`src/rtl/rah_calc_pkg.sv`:
```
// Shared types and constants for the result serializer: FSM state enum,
// byte width and per-frame byte-count helpers. Honours RESULT_SER_TAG_EN.
package rah_calc_pkg;

    localparam int BYTE_W = 8;

`ifdef RESULT_SER_TAG_EN
    typedef enum logic [1:0] {
        ST_IDLE = 2'd0,
        ST_LOAD = 2'd1,
        ST_TAG  = 2'd2,
        ST_SEND = 2'd3
    } ser_state_t;

    localparam int TAG_BYTES = 1;
`else
    typedef enum logic [1:0] {
        ST_IDLE = 2'd0,
        ST_LOAD = 2'd1,
        ST_SEND = 2'd3
    } ser_state_t;

    localparam int TAG_BYTES = 0;
`endif

    // Payload bytes carried by one result word.
    function automatic int calc_nb(input int width);
        return width / BYTE_W;
    endfunction

    // Bytes on the wire per frame, including the optional tag byte.
    function automatic int calc_frame_len(input int width);
        return calc_nb(width) + TAG_BYTES;
    endfunction

endpackage

```
`src/rtl/result_fifo.sv`:
```
// Synchronous result-word FIFO with full/empty/count status.
// Ports: clk, rst_n (sync, active-low), push/din, pop/dout, full, empty, count.
module result_fifo
    import rah_calc_pkg::*;
#(
    parameter int WIDTH = 48,
    parameter int DEPTH = 4
) (
    input  logic                     clk,
    input  logic                     rst_n,
    input  logic                     push,
    input  logic [WIDTH-1:0]         din,
    input  logic                     pop,
    output logic [WIDTH-1:0]         dout,
    output logic                     full,
    output logic                     empty,
    output logic [$clog2(DEPTH):0]   count
);

    localparam int PW = $clog2(DEPTH);
    localparam logic [PW:0] DEPTH_C = (PW + 1)'(DEPTH);

    logic [WIDTH-1:0] mem_q [DEPTH];
    logic [PW-1:0]    wr_ptr_q, wr_ptr_d;
    logic [PW-1:0]    rd_ptr_q, rd_ptr_d;
    logic [PW:0]      count_q, count_d;
    logic             do_push, do_pop;

    assign full  = (count_q == DEPTH_C);
    assign empty = (count_q == '0);
    assign count = count_q;
    assign dout  = mem_q[rd_ptr_q];

    // A push at full is still taken when the head leaves in the same cycle.
    assign do_pop  = pop & ~empty;
    assign do_push = push & (~full | do_pop);

    always_comb begin
        wr_ptr_d = wr_ptr_q;
        rd_ptr_d = rd_ptr_q;
        count_d  = count_q;
        if (do_push) wr_ptr_d = wr_ptr_q + 1'b1;
        if (do_pop)  rd_ptr_d = rd_ptr_q + 1'b1;
        unique case ({do_push, do_pop})
            2'b10:   count_d = count_q + 1'b1;
            2'b01:   count_d = count_q - 1'b1;
            default: count_d = count_q;
        endcase
    end

    always_ff @(posedge clk) begin
        if (!rst_n) begin
            wr_ptr_q <= '0;
            rd_ptr_q <= '0;
            count_q  <= '0;
        end else begin
            wr_ptr_q <= wr_ptr_d;
            rd_ptr_q <= rd_ptr_d;
            count_q  <= count_d;
        end
    end

    always_ff @(posedge clk) begin
        if (rst_n && do_push) mem_q[wr_ptr_q] <= din;
    end

endmodule

```
`src/rtl/result_serializer.sv`:
```
// Buffers calc-op result words and streams them MSB-first as bytes over a
// valid/ready port. Ports: clk, rst_n (sync, active-low), din/din_wren,
// out_data/out_valid/out_ready/out_last, overflow (sticky), fifo_count.
// Macro RESULT_SER_TAG_EN prefixes each frame with a sequence tag byte.
module result_serializer
    import rah_calc_pkg::*;
#(
    parameter int RAH_PACKET_WIDTH = 48,
    parameter int FIFO_DEPTH       = 4
) (
    input  logic                          clk,
    input  logic                          rst_n,
    input  logic [RAH_PACKET_WIDTH-1:0]   din,
    input  logic                          din_wren,
    output logic [BYTE_W-1:0]             out_data,
    output logic                          out_valid,
    input  logic                          out_ready,
    output logic                          out_last,
    output logic                          overflow,
    output logic [$clog2(FIFO_DEPTH):0]   fifo_count
);

    localparam int W  = RAH_PACKET_WIDTH;
    localparam int NB = calc_nb(RAH_PACKET_WIDTH);
    localparam int IW = (NB > 1) ? $clog2(NB) : 1;
    localparam logic [IW-1:0] LAST_IDX = IW'(NB - 1);

    logic                        fifo_full, fifo_empty, fifo_pop;
    logic [W-1:0]                fifo_dout;
    logic [$clog2(FIFO_DEPTH):0] fifo_cnt;

    result_fifo #(
        .WIDTH (W),
        .DEPTH (FIFO_DEPTH)
    ) u_fifo (
        .clk   (clk),
        .rst_n (rst_n),
        .push  (din_wren),
        .din   (din),
        .pop   (fifo_pop),
        .dout  (fifo_dout),
        .full  (fifo_full),
        .empty (fifo_empty),
        .count (fifo_cnt)
    );

    ser_state_t        state_q, state_d;
    logic [W-1:0]      sr_q, sr_d, sr_shift;
    logic [IW-1:0]     idx_q, idx_d;
    logic [BYTE_W-1:0] out_data_q, out_data_d;
    logic              out_valid_q, out_valid_d;
    logic              out_last_q, out_last_d;
    logic              overflow_q, overflow_d;
    logic              xfer;
`ifdef RESULT_SER_TAG_EN
    logic [7:0]        tag_q, tag_d;
`endif

    assign xfer     = out_valid_q & out_ready;
    assign sr_shift = sr_q << BYTE_W;

    always_comb begin
        state_d     = state_q;
        sr_d        = sr_q;
        idx_d       = idx_q;
        out_data_d  = out_data_q;
        out_valid_d = out_valid_q;
        out_last_d  = out_last_q;
        fifo_pop    = 1'b0;
`ifdef RESULT_SER_TAG_EN
        tag_d       = tag_q;
`endif
        unique case (state_q)
            ST_IDLE: begin
                if (!fifo_empty) state_d = ST_LOAD;
            end
            ST_LOAD: begin
                fifo_pop    = 1'b1;
                sr_d        = fifo_dout;
                idx_d       = '0;
                out_valid_d = 1'b1;
`ifdef RESULT_SER_TAG_EN
                state_d     = ST_TAG;
                out_data_d  = tag_q;
                out_last_d  = 1'b0;
`else
                state_d     = ST_SEND;
                out_data_d  = fifo_dout[W-1 -: BYTE_W];
                out_last_d  = (NB == 1);
`endif
            end
`ifdef RESULT_SER_TAG_EN
            ST_TAG: begin
                if (xfer) begin
                    state_d    = ST_SEND;
                    out_data_d = sr_q[W-1 -: BYTE_W];
                    out_last_d = (NB == 1);
                end
            end
`endif
            ST_SEND: begin
                if (xfer) begin
                    if (idx_q == LAST_IDX) begin
                        state_d     = ST_IDLE;
                        out_valid_d = 1'b0;
                        out_last_d  = 1'b0;
                        out_data_d  = '0;
`ifdef RESULT_SER_TAG_EN
                        tag_d       = tag_q + 8'd1;
`endif
                    end else begin
                        idx_d      = idx_q + 1'b1;
                        sr_d       = sr_shift;
                        out_data_d = sr_shift[W-1 -: BYTE_W];
                        out_last_d = ((idx_q + 1'b1) == LAST_IDX);
                    end
                end
            end
            default: state_d = ST_IDLE;
        endcase
        // Only a write that cannot displace a popped head is lost.
        overflow_d = overflow_q | (din_wren & fifo_full & ~fifo_pop);
    end

    always_ff @(posedge clk) begin
        if (!rst_n) begin
            state_q     <= ST_IDLE;
            sr_q        <= '0;
            idx_q       <= '0;
            out_data_q  <= '0;
            out_valid_q <= 1'b0;
            out_last_q  <= 1'b0;
            overflow_q  <= 1'b0;
`ifdef RESULT_SER_TAG_EN
            tag_q       <= '0;
`endif
        end else begin
            state_q     <= state_d;
            sr_q        <= sr_d;
            idx_q       <= idx_d;
            out_data_q  <= out_data_d;
            out_valid_q <= out_valid_d;
            out_last_q  <= out_last_d;
            overflow_q  <= overflow_d;
`ifdef RESULT_SER_TAG_EN
            tag_q       <= tag_d;
`endif
        end
    end

    assign out_data   = out_data_q;
    assign out_valid  = out_valid_q;
    assign out_last   = out_last_q;
    assign overflow   = overflow_q;
    assign fifo_count = fifo_cnt;

endmodule
```
`config.mk`:
```
export PLATFORM = sky130hd
export DESIGN_NAME = result_serializer
export DESIGN_NICKNAME = d
export VERILOG_FILES = /design/src/rtl/rah_calc_pkg.sv /design/src/rtl/result_fifo.sv /design/src/rtl/result_serializer.sv
export SDC_FILE = /design/constraint.sdc
export NUM_CORES = 1
export LEC_CHECK = 0
export BUFFER_PORTS_ARGS = -buffer_cell sky130_fd_sc_hd__buf_2
export CAP_MARGIN = 20
export CORE_ASPECT_RATIO = 1.4
export CORE_MARGIN = 1.5
export CORE_UTILIZATION = 48
export CTS_CLUSTER_SIZE = 40
export DETAILED_ROUTE_END_ITERATION = 6
export PLACE_DENSITY = 0.79
export SKIP_LAST_GASP = 1
export SYNTH_ARGS = -nofsm -noshare
export SYNTH_HDL_FRONTEND = slang
export SYNTH_SLANG_ARGS = --single-unit
```
`constraint.sdc`:
```
create_clock -name clk -period 2.7 [get_ports clk]
set_input_delay 0.54 -clock clk [delete_from_list [all_inputs] [get_ports clk]]
set_output_delay 0.54 -clock clk [all_outputs]
set_load 0.005 [all_outputs]
```
==> reports/qor.csv, run 1 <==
metric,value,unit
status,completed,
yosysTopAreaCell,edfxtp_1,
syn_area_per_cell,15.5,um2
critPathLaunchType,flip-flop,
p_total,10.5,mW
cts_tree,done,
ys.warnings.count,0,
synth_cell_types,45,
tightest_slew,617,ps
area_delta_synth_final,13.4,%
cap_viol_max_count,0,
cts-resized-gates,0,
synthSimpleGateAreaFrac,5.04,%
whs,234,ps
coreArea,20600,um2
final_cells,984,
hold_path_depth,1,
dr.first_iter.drc_count,483,
ir_worst_vdd,0.000602,V
synth_cells,649,
wl_met1,8060,um
met3WireLength,934,um
hold_viol,0,
core.rowCount,62,
placed_cells,940,
dp_hpwl,12400,um
syn_nets,710,
ios,66,
rsz0062_at_grt,false,
routabilityCongestion,0.768,
drive_above_1_share,19.2,%
synth_top_area_share,57.2,%
worst_ep_arrival_time,2690,ps
relSlewSlack,58.8,%
cts_hold_buf,0,
grt_pass1_vias,6068,
synth_fa_ha_area_share,1.19,%
synthMostInstantiatedCell,edfxtp_1,
power.density,921,nW/um2
synth_compound_area_share,10.4,%
max_freq,0.441,GHz
grt_use_total,18.5,%
tns,0,ps
min_period,2270,ps
dr.pass1.iters,5,
die_h,174,um
power.leakage,3.78,nW
start_util,49.0,%
die-area,21900,um2
async_reset_ff_share,0,%
setup_viol,0,
finalWirelength,20200,um
synth-edff-count,192,
overflow,0,
clock-sinks,257,
synth_top_family_by_area,compound AO/OA/AOI/OAI gates,
r2r_cells,9,
numCtsBuffers,24,
ys_top_cells_by_area,"edfxtp_1 57%, dfxtp_1 13%, mux2i_1 8.0%",
path_max_fanout,8,
clock_latency,520,ps
synth_top_cells_by_count,"192 x edfxtp_1, 81 x mux2i_1, 65 x dfxtp_1",
crit_type,reg2reg,
nets,771,
die_w,125,um
viasPerCell,5.91,
synth-xor-area-share,0.347,%
wl_per_cell,20.6,um
ys_seq_elements,257,
grt_pass1_wl,32200,um
ant_nets,0,
cts_setup_buffers,0,
worstSetupEndpointType,flip-flop,
synth_flop_cell,edfxtp_1,
grt_max_degree,81,
clk_pin_slew,60,ps
htree_levels,1,
finalCritPeriodShare,84.0,%
syn_area,10100,um2
cp_data_required_time,3130,ps
fin_skew,14.2,ps
port_buffers,65,
ys_seq_area_share,70.1,%
drc,0,
synth.area.mux_share,9.83,%
final_max_slew_viol_count,0,
cts-root-buf,clkbuf_16,
topRoutingLayerUsed,met4,
hold_path_class,in2reg,
cts.path.max_buffers,3,
antenna_found_initial,0,
route.met2.wl,10700,um
antenna_cells,0,
vias,5811,
stage by stage:
stage / area (um2) / utilization, % / worst slack [ps]
floorplan: 10100 / - / 13.2
global placement: 10700 / 51.8 / 578
detailed placement: 10700 / 51.8 / 412
CTS: 11400 / 55.6 / 446
global route: 11400 / 55.6 / 269
finish: 11400 / 55.6 / 432
kinds of logic (layout without fill, tap and decap cells):
| family | after synthesis | count (layout) |
|---|---|---|
| xor+xnor | 4 | 4 |
| buf+inv | 58 | 137 |
| simple gates | 107 | 107 |
| fa+ha+maj | 9 | 9 |
| flops | 257 | 257 |
| mux | 89 | 89 |
| compound gates | 125 | 125 |
critical path, cell delays in order (launching register included):
cell and delay (ps):
dfxtp_1 370, nor2_1 190, a31oi_2 200, inv_1 110, ha_1 180, inv_1 60, fa_1 390, xor2_1 170
or3_1 310, a21boi_0 200
final timing paths:
check | endpoint | from | slack (ps)
worst max-delay path | u_fifo.count[2]$_SDFFE_PN0P_ | u_fifo.count[0]$_SDFFE_PN0P_ | 430
worst min-delay path | u_fifo.mem_q[3][14]$_DFFE_PP_ | din[14] | 230
worst max register to register | u_fifo.count[2]$_SDFFE_PN0P_ | u_fifo.count[0]$_SDFFE_PN0P_ | 430
worst min register to register | sr_q[1]$_SDFFE_PN0P_ | sr_q[1]$_SDFFE_PN0P_ | 470
layout by cell type, fill, tap and decap left out, types with 3 or more instances in the layout:
cell type	n
nor2_1	35
nand3_1	35
clkinv_1	3
mux2i_1	81
o221a_1	27
ha_1	8
mux4_2	8
and3_2	4
buf_4	15
o221a_2	5
and2_1	7
buf_12	4
clkbuf_16	25
nand2_1	12
a21oi_1	17
o2111ai_1	32
nor2b_1	6
o21ai_0	13
buf_2	65
a32o_1	8
o22ai_1	9
inv_1	9
clkbuf_8	5
dfxtp_1	63
edfxtp_1	192
clkbuf_1	9
flip-flops by register name, summed over array words and instances, names as in the netlist, named ones only:
name             count
out_last             1
out_data             8
u_fifo.wr_ptr_q      2
sr_q                40
idx_q                3
u_fifo.count         3
state_q              2
u_fifo.mem_q       192
u_fifo.rd_ptr_q      2
out_valid            1
overflow             1
per-layer routing:
layer	up-vias	GRT usage, %
met2	184	33.0
met5	-	0
li1	2681	-
met3	46	2.31
met1	2900	22.7
met4	0	7.58
final cells by class:
class	count	area [um2]
flip-flops and latches	257	7070
clock buffers	39	728
inverters	9	33.8
clock inverters	5	46.3
multi-input cells	334	2710
repair buffers	84	518
fillers	1564	9130
well taps	256	320
power by group:
part	leakage, nW	switching, mW	internal, mW
sequential	2.28	0.290	4.71
clock	0.377	1.33	1.93
combinational	1.12	1.29	0.976
Power figures use the tool's default switching activity.
==> inputs of run 2 (changes only) <==
PLACE_DENSITY = 0.77   (was 0.79)
clock period = 2.3 ns   (was 2.7 ns; I/O delays follow)
==> reports/qor.csv, run 2 (synthesis gave the netlist of run 1 again) <==
metric,value,unit,change
status,completed,,
final_common_cell,edfxtp_1,,
routabilityCongestion,0.802,,+4.4%
fin_skew,13.8,ps,-0.415 ps
antenna_found_initial,0,,unchanged
crit_type,reg2reg,,
largest_reg_flops,192,,unchanged
clock_latency,510,ps,about the same
dr.pass1.iters,5,,unchanged
cp_slowest_cell,fa_1,,
clk_pin_slew,70,ps,about the same
final_max_slew_viol_count,0,,unchanged
port_buffers,65,,unchanged
cp_data_required_time,2750,ps,-380 ps
grt_use_total,19.0,%,+0.45 points
wl_per_cell,20.9,um,+1.8%
vias,5865,,+0.93%
cts.path.max_buffers,3,,unchanged
drive_above_1_share,21.4,%,+2.2 points
start_util,49.0,%,unchanged
min_period,2120,ps,-151 ps
power.leakage,3.85,nW,+2.0%
area_delta_synth_final,15.3,%,
ios,66,,unchanged
finalWirelength,20700,um,+2.5%
antenna_cells,0,,unchanged
cp_top_family,adder cells,,
critPathMaxStageDelay,390,ps,about the same
clock_power_share,32.7,%,+1.8 points
die-area,21900,um2,unchanged
max_freq,0.473,GHz,+7.1%
grt_pass1_wl,33100,um,+2.8%
dr.first_iter.drc_count,429,,-11%
ir_worst_vdd,0.000564,V,-6.4%
fillers,1494,,-4.5%
tightest_slew,670,ps,+53.3 ps
numCtsBuffers,24,,unchanged
critPathBufInv,2,,unchanged
worstSetupEndpointType,flip-flop,,
dp_hpwl,12700,um,+2.5%
relSlewSlack,55.2,%,-3.6 points
power.density,1100,nW/um2,+20%
cap_viol_max_count,0,,unchanged
die_w,125,um,unchanged
coreArea,20600,um2,unchanged
setup_viol,0,,unchanged
cts-root-buf,clkbuf_16,,
core.rowCount,62,,unchanged
hold_path_class,in2reg,,
drc,0,,unchanged
viasPerCell,5.92,,+0.32%
die_h,174,um,unchanged
overflow,0,,unchanged
layout_common_cells,"192 x edfxtp_1, 81 x mux2i_1, 65 x buf_2",,
fin_util,56.5,%,+0.95 points
nets,777,,+0.78%
finalCritPeriodShare,92.0,%,+8.0 points
grt_max_degree,45,,-44%
rsz0062_at_grt,false,,
clock-sinks,257,,unchanged
path_cells,"nor2_1, a31oi_2, inv_1, ha_1, inv_1, fa_1, xor2_1, or3_1, a21boi_0",,
ant_nets,0,,unchanged
p_sw,3.60,mW,+24%
crit_top_cell,inv_1,,
rrSetupSlack,180,ps,-250 ps
worst_ep_arrival_time,2560,ps,-130 ps
largest_register,u_fifo.mem_q,,
setup_slack,184,ps,-249 ps
path_max_fanout,6,,-2
post-place-ws,168,ps,-244 ps
grt_pass1_vias,6313,,+4.0%
seqPwrFrac,45.9,%,-1.6 points
hold_viol,0,,unchanged
cts_tree,done,,
htree_levels,1,,unchanged
switching_share,28.1,%,+0.43 points
cts_hold_buf,0,,unchanged
p_int,9.22,mW,+21%
whs,162,ps,-72.1 ps
tns,0,ps,unchanged
p_comb_share,21.4,%,-0.2 points
p_total,12.8,mW,+22%
critPathLaunchType,flip-flop,,
run 2: changes by cell type in the layout (fill, tap and decap cells not counted), sizes merged:
cell | previous run | this run
buf | 84 | 90
bufinv | 1 | 2
clkbuf | 39 | 33
clkinvlp | 0 | 4
inv | 9 | 10
run 2: area by class of cell:
cell class / instances / area [um2] / share of cell area (%)
clock buffer: 33 / 738 / 6.35
sequential: 257 / 7070 / 60.8
timing repair buffer: 90 / 613 / 5.27
multi-input combinational: 334 / 2710 / 23.3
inverter: 9 / 33.8 / 0.291
tap: 256 / 320 / 2.76
clock inverter: 11 / 134 / 1.15
run 2: power groups by stage:
stage / registers [mW] / logic, mW / clock network [mW]
2_1_floorplan: 5.83 / 2.12 / 0
4_1_cts: 5.88 / 2.74 / 4.25
6_report: 5.89 / 2.74 / 4.19
3_5_place_dp: 5.97 / 2.72 / 0
5_1_grt: 5.93 / 2.98 / 4.42
3_3_place_gp: 5.93 / 2.62 / 0
run 2: stage by stage:
step	instances	cell area, um2
2_1_floorplan	649	10100
3_3_place_gp	946	10800
5_1_grt	990	11600
3_5_place_dp	946	10800
4_1_cts	990	11600
6_report	990	11600
run 2: repair_timing:
| action | 4_1_cts | 5_1_grt |
|---|---|---|
| setup buffers | 0 | 0 |
| hold endpoints to repair | 0 | 0 |
| setup endpoints to repair | 0 | 1 |
| resized for setup | 0 | 1 |
run 2: worst paths after layout:
check | endpoint | startpoint | depth (start not counted)
worst min register to register | sr_q[3]$_SDFFE_PN0P_ | sr_q[3]$_SDFFE_PN0P_ | 1
worst min-delay path | u_fifo.mem_q[0][18]$_DFFE_PP_ | din[18] | 1
worst max register to register | u_fifo.count[2]$_SDFFE_PN0P_ | u_fifo.count[0]$_SDFFE_PN0P_ | 9
worst max-delay path | u_fifo.count[2]$_SDFFE_PN0P_ | u_fifo.count[0]$_SDFFE_PN0P_ | 9
run 2: worst reg2reg max path: stages, from the launching register on:
cell and delay (ps):
dfxtp_1 360, nor2_1 200, a31oi_2 130, inv_1 90, ha_1 180, inv_1 60, fa_1 390, xor2_1 170
or3_1 310, a21boi_0 160
run 2: per-layer routing:
metal	vias to the layer above	global-route usage [%]	wire, um
met5	-	0	0
met4	0	7.67	608
met3	47	2.52	934
met2	176	34.7	11100
met1	2942	22.4	8070
li1	2700	-	-
==> inputs of run 3 (changes only) <==
RECOVER_POWER = 100   (was not set)
==> reports/qor.csv, run 3 (synthesis gave the netlist of run 1 again) <==
metric,value,unit,change
antenna_found_initial,0,,unchanged
grt_pass1_wl,33100,um,unchanged
die-area,21900,um2,unchanged
die_h,174,um,unchanged
grt_use_total,19.0,%,unchanged
ios,66,,unchanged
layout_common_cells,"192 x edfxtp_1, 81 x mux2i_1, 64 x dfxtp_1",,
area_delta_synth_final,13.9,%,
fillers,1537,,+2.9%
port_buffers,65,,unchanged
cp_data_required_time,2450,ps,-300 ps
worstSetupEndpointType,flip-flop,,
clk_pin_slew,70,ps,about the same
dp_hpwl,12700,um,unchanged
postLayoutCellArea,11500,um2,-1.2%
relSlewSlack,55.9,%,+0.64 points
postPlaceCellArea,10800,um2,unchanged
path_max_fanout,17,,+11
worst_ep_arrival_time,2310,ps,-250 ps
rrSetupSlack,140,ps,-40 ps
clock_latency,520,ps,about the same
final_cells,990,,unchanged
min_from,out_ready,,
multi_input_area,2710,um2,-0.32%
drc,0,,unchanged
cts.path.max_buffers,3,,unchanged
dr.pass1.iters,5,,unchanged
finalCritPeriodShare,93.9,%,+1.9 points
final_max_slew_viol_count,0,,unchanged
post-place-ws,168,ps,unchanged
cts-root-buf,clkbuf_16,,
coreArea,20600,um2,unchanged
fin_skew,12.7,ps,-1.11 ps
htree_levels,1,,unchanged
setup.worst_path.start,u_fifo.count[0]$_SDFFE_PN0P_,,
final_common_cell,edfxtp_1,,
antenna_cells,0,,unchanged
reg2reg_from,u_fifo.count[0]$_SDFFE_PN0P_,,
cts_tree,done,,
viasPerCell,5.95,,+0.49%
ir_worst_vdd,0.000562,V,-0.25%
p_total,12.8,mW,-0.52%
start_util,49.0,%,unchanged
largest_reg_flops,192,,unchanged
ant_nets,0,,unchanged
dr.first_iter.drc_count,486,,+13%
finalWirelength,20700,um,about the same
hold_path_class,in2reg,,
routabilityCongestion,0.802,,unchanged
die_w,125,um,unchanged
cap_viol_max_count,0,,unchanged
power.density,1110,nW/um2,+0.74%
min_period,2160,ps,+43.3 ps
register_area,7070,um2,about the same
drive_above_1_share,13.4,%,-8.0 points
critPathLaunchType,flip-flop,,
vias,5894,,+0.49%
setup_slack,140,ps,-43.3 ps
grt_pass1_vias,6313,,unchanged
cts_setup_buffers,0,,unchanged
setup_viol,0,,unchanged
rsz0062_at_grt,false,,
power.leakage,3.67,nW,-4.8%
placed_cells,946,,unchanged
numCtsBuffers,24,,unchanged
grt_max_degree,45,,unchanged
max_freq,0.463,GHz,-2.0%
nets,777,,unchanged
hold_viol,0,,unchanged
largest_register,u_fifo.mem_q,,
tns,0,ps,unchanged
overflow,0,,unchanged
tightest_slew,661,ps,-9.61 ps
crit_type,reg2reg,,
wl_per_cell,20.9,um,about the same
clock-sinks,257,,unchanged
status,completed,,
core.rowCount,62,,unchanged
run 3: changes by cell type in the layout (fill, tap and decap cells not counted), moves of 2 or more:
cell,delta
buf_6,+2
clkbuf_1,+56
buf_4,-7
and2_1,-3
and2_0,+4
buf_2,-53
buf_12,-4
clkbuf_2,+6
run 3: worst max-delay path, stage by stage, from the launching register on:
cell	delay, ps
dfxtp_1	440
nor2_1	100
a31oi_1	230
clkbuf_1	320
and3_2	270
clkbuf_2	420
run 3: power by group:
| group | internal [mW] | total, mW | switching, mW |
|---|---|---|---|
| Combinational | 1.14 | 2.68 | 1.54 |
| Sequential | 5.53 | 5.89 | 0.356 |
| Clock | 2.50 | 4.19 | 1.70 |
| Total | 9.16 | 12.8 | 3.59 |
run 3: area by class of cell:
class / count / area share (%)
timing repair buffer: 90 / 4.16
clock buffer: 33 / 6.43
inverter: 9 / 0.294
multi-input combinational: 334 / 23.6
sequential: 257 / 61.6
tap: 256 / 2.79
clock inverter: 11 / 1.17
run 3: per-layer routing:
metal  routed length, um  up-vias  global-route usage, %
li1                    -     2695                      -
met1                7930     2947                   22.4
met2               11100      205                   34.7
met3                1070       47                   2.52
met4                 610        0                   7.67
met5                   0        -                      0
run 3: stage by stage:
step / util, % / hold slack (ps)
after global routing: 55.8 / 199
after global placement: 52.3 / 450
after CTS: 56.5 / 147
after floorplan: - / 443
final: 55.8 / 190
after detailed placement: 52.3 / 459
run 3: timing repair:
action	4_1_cts	5_1_grt
resized for setup	0	1
setup endpoints to repair	0	1
hold buffers	0	0
run 3: path summary, 6_finish.rpt:
kind	to	depth (start not counted)
max	u_fifo.mem_q[2][32]$_DFFE_PP_	5
min	state_q[1]$_SDFFE_PN0P_	2
max reg2reg	u_fifo.mem_q[2][32]$_DFFE_PP_	5
min reg2reg	sr_q[1]$_SDFFE_PN0P_	1
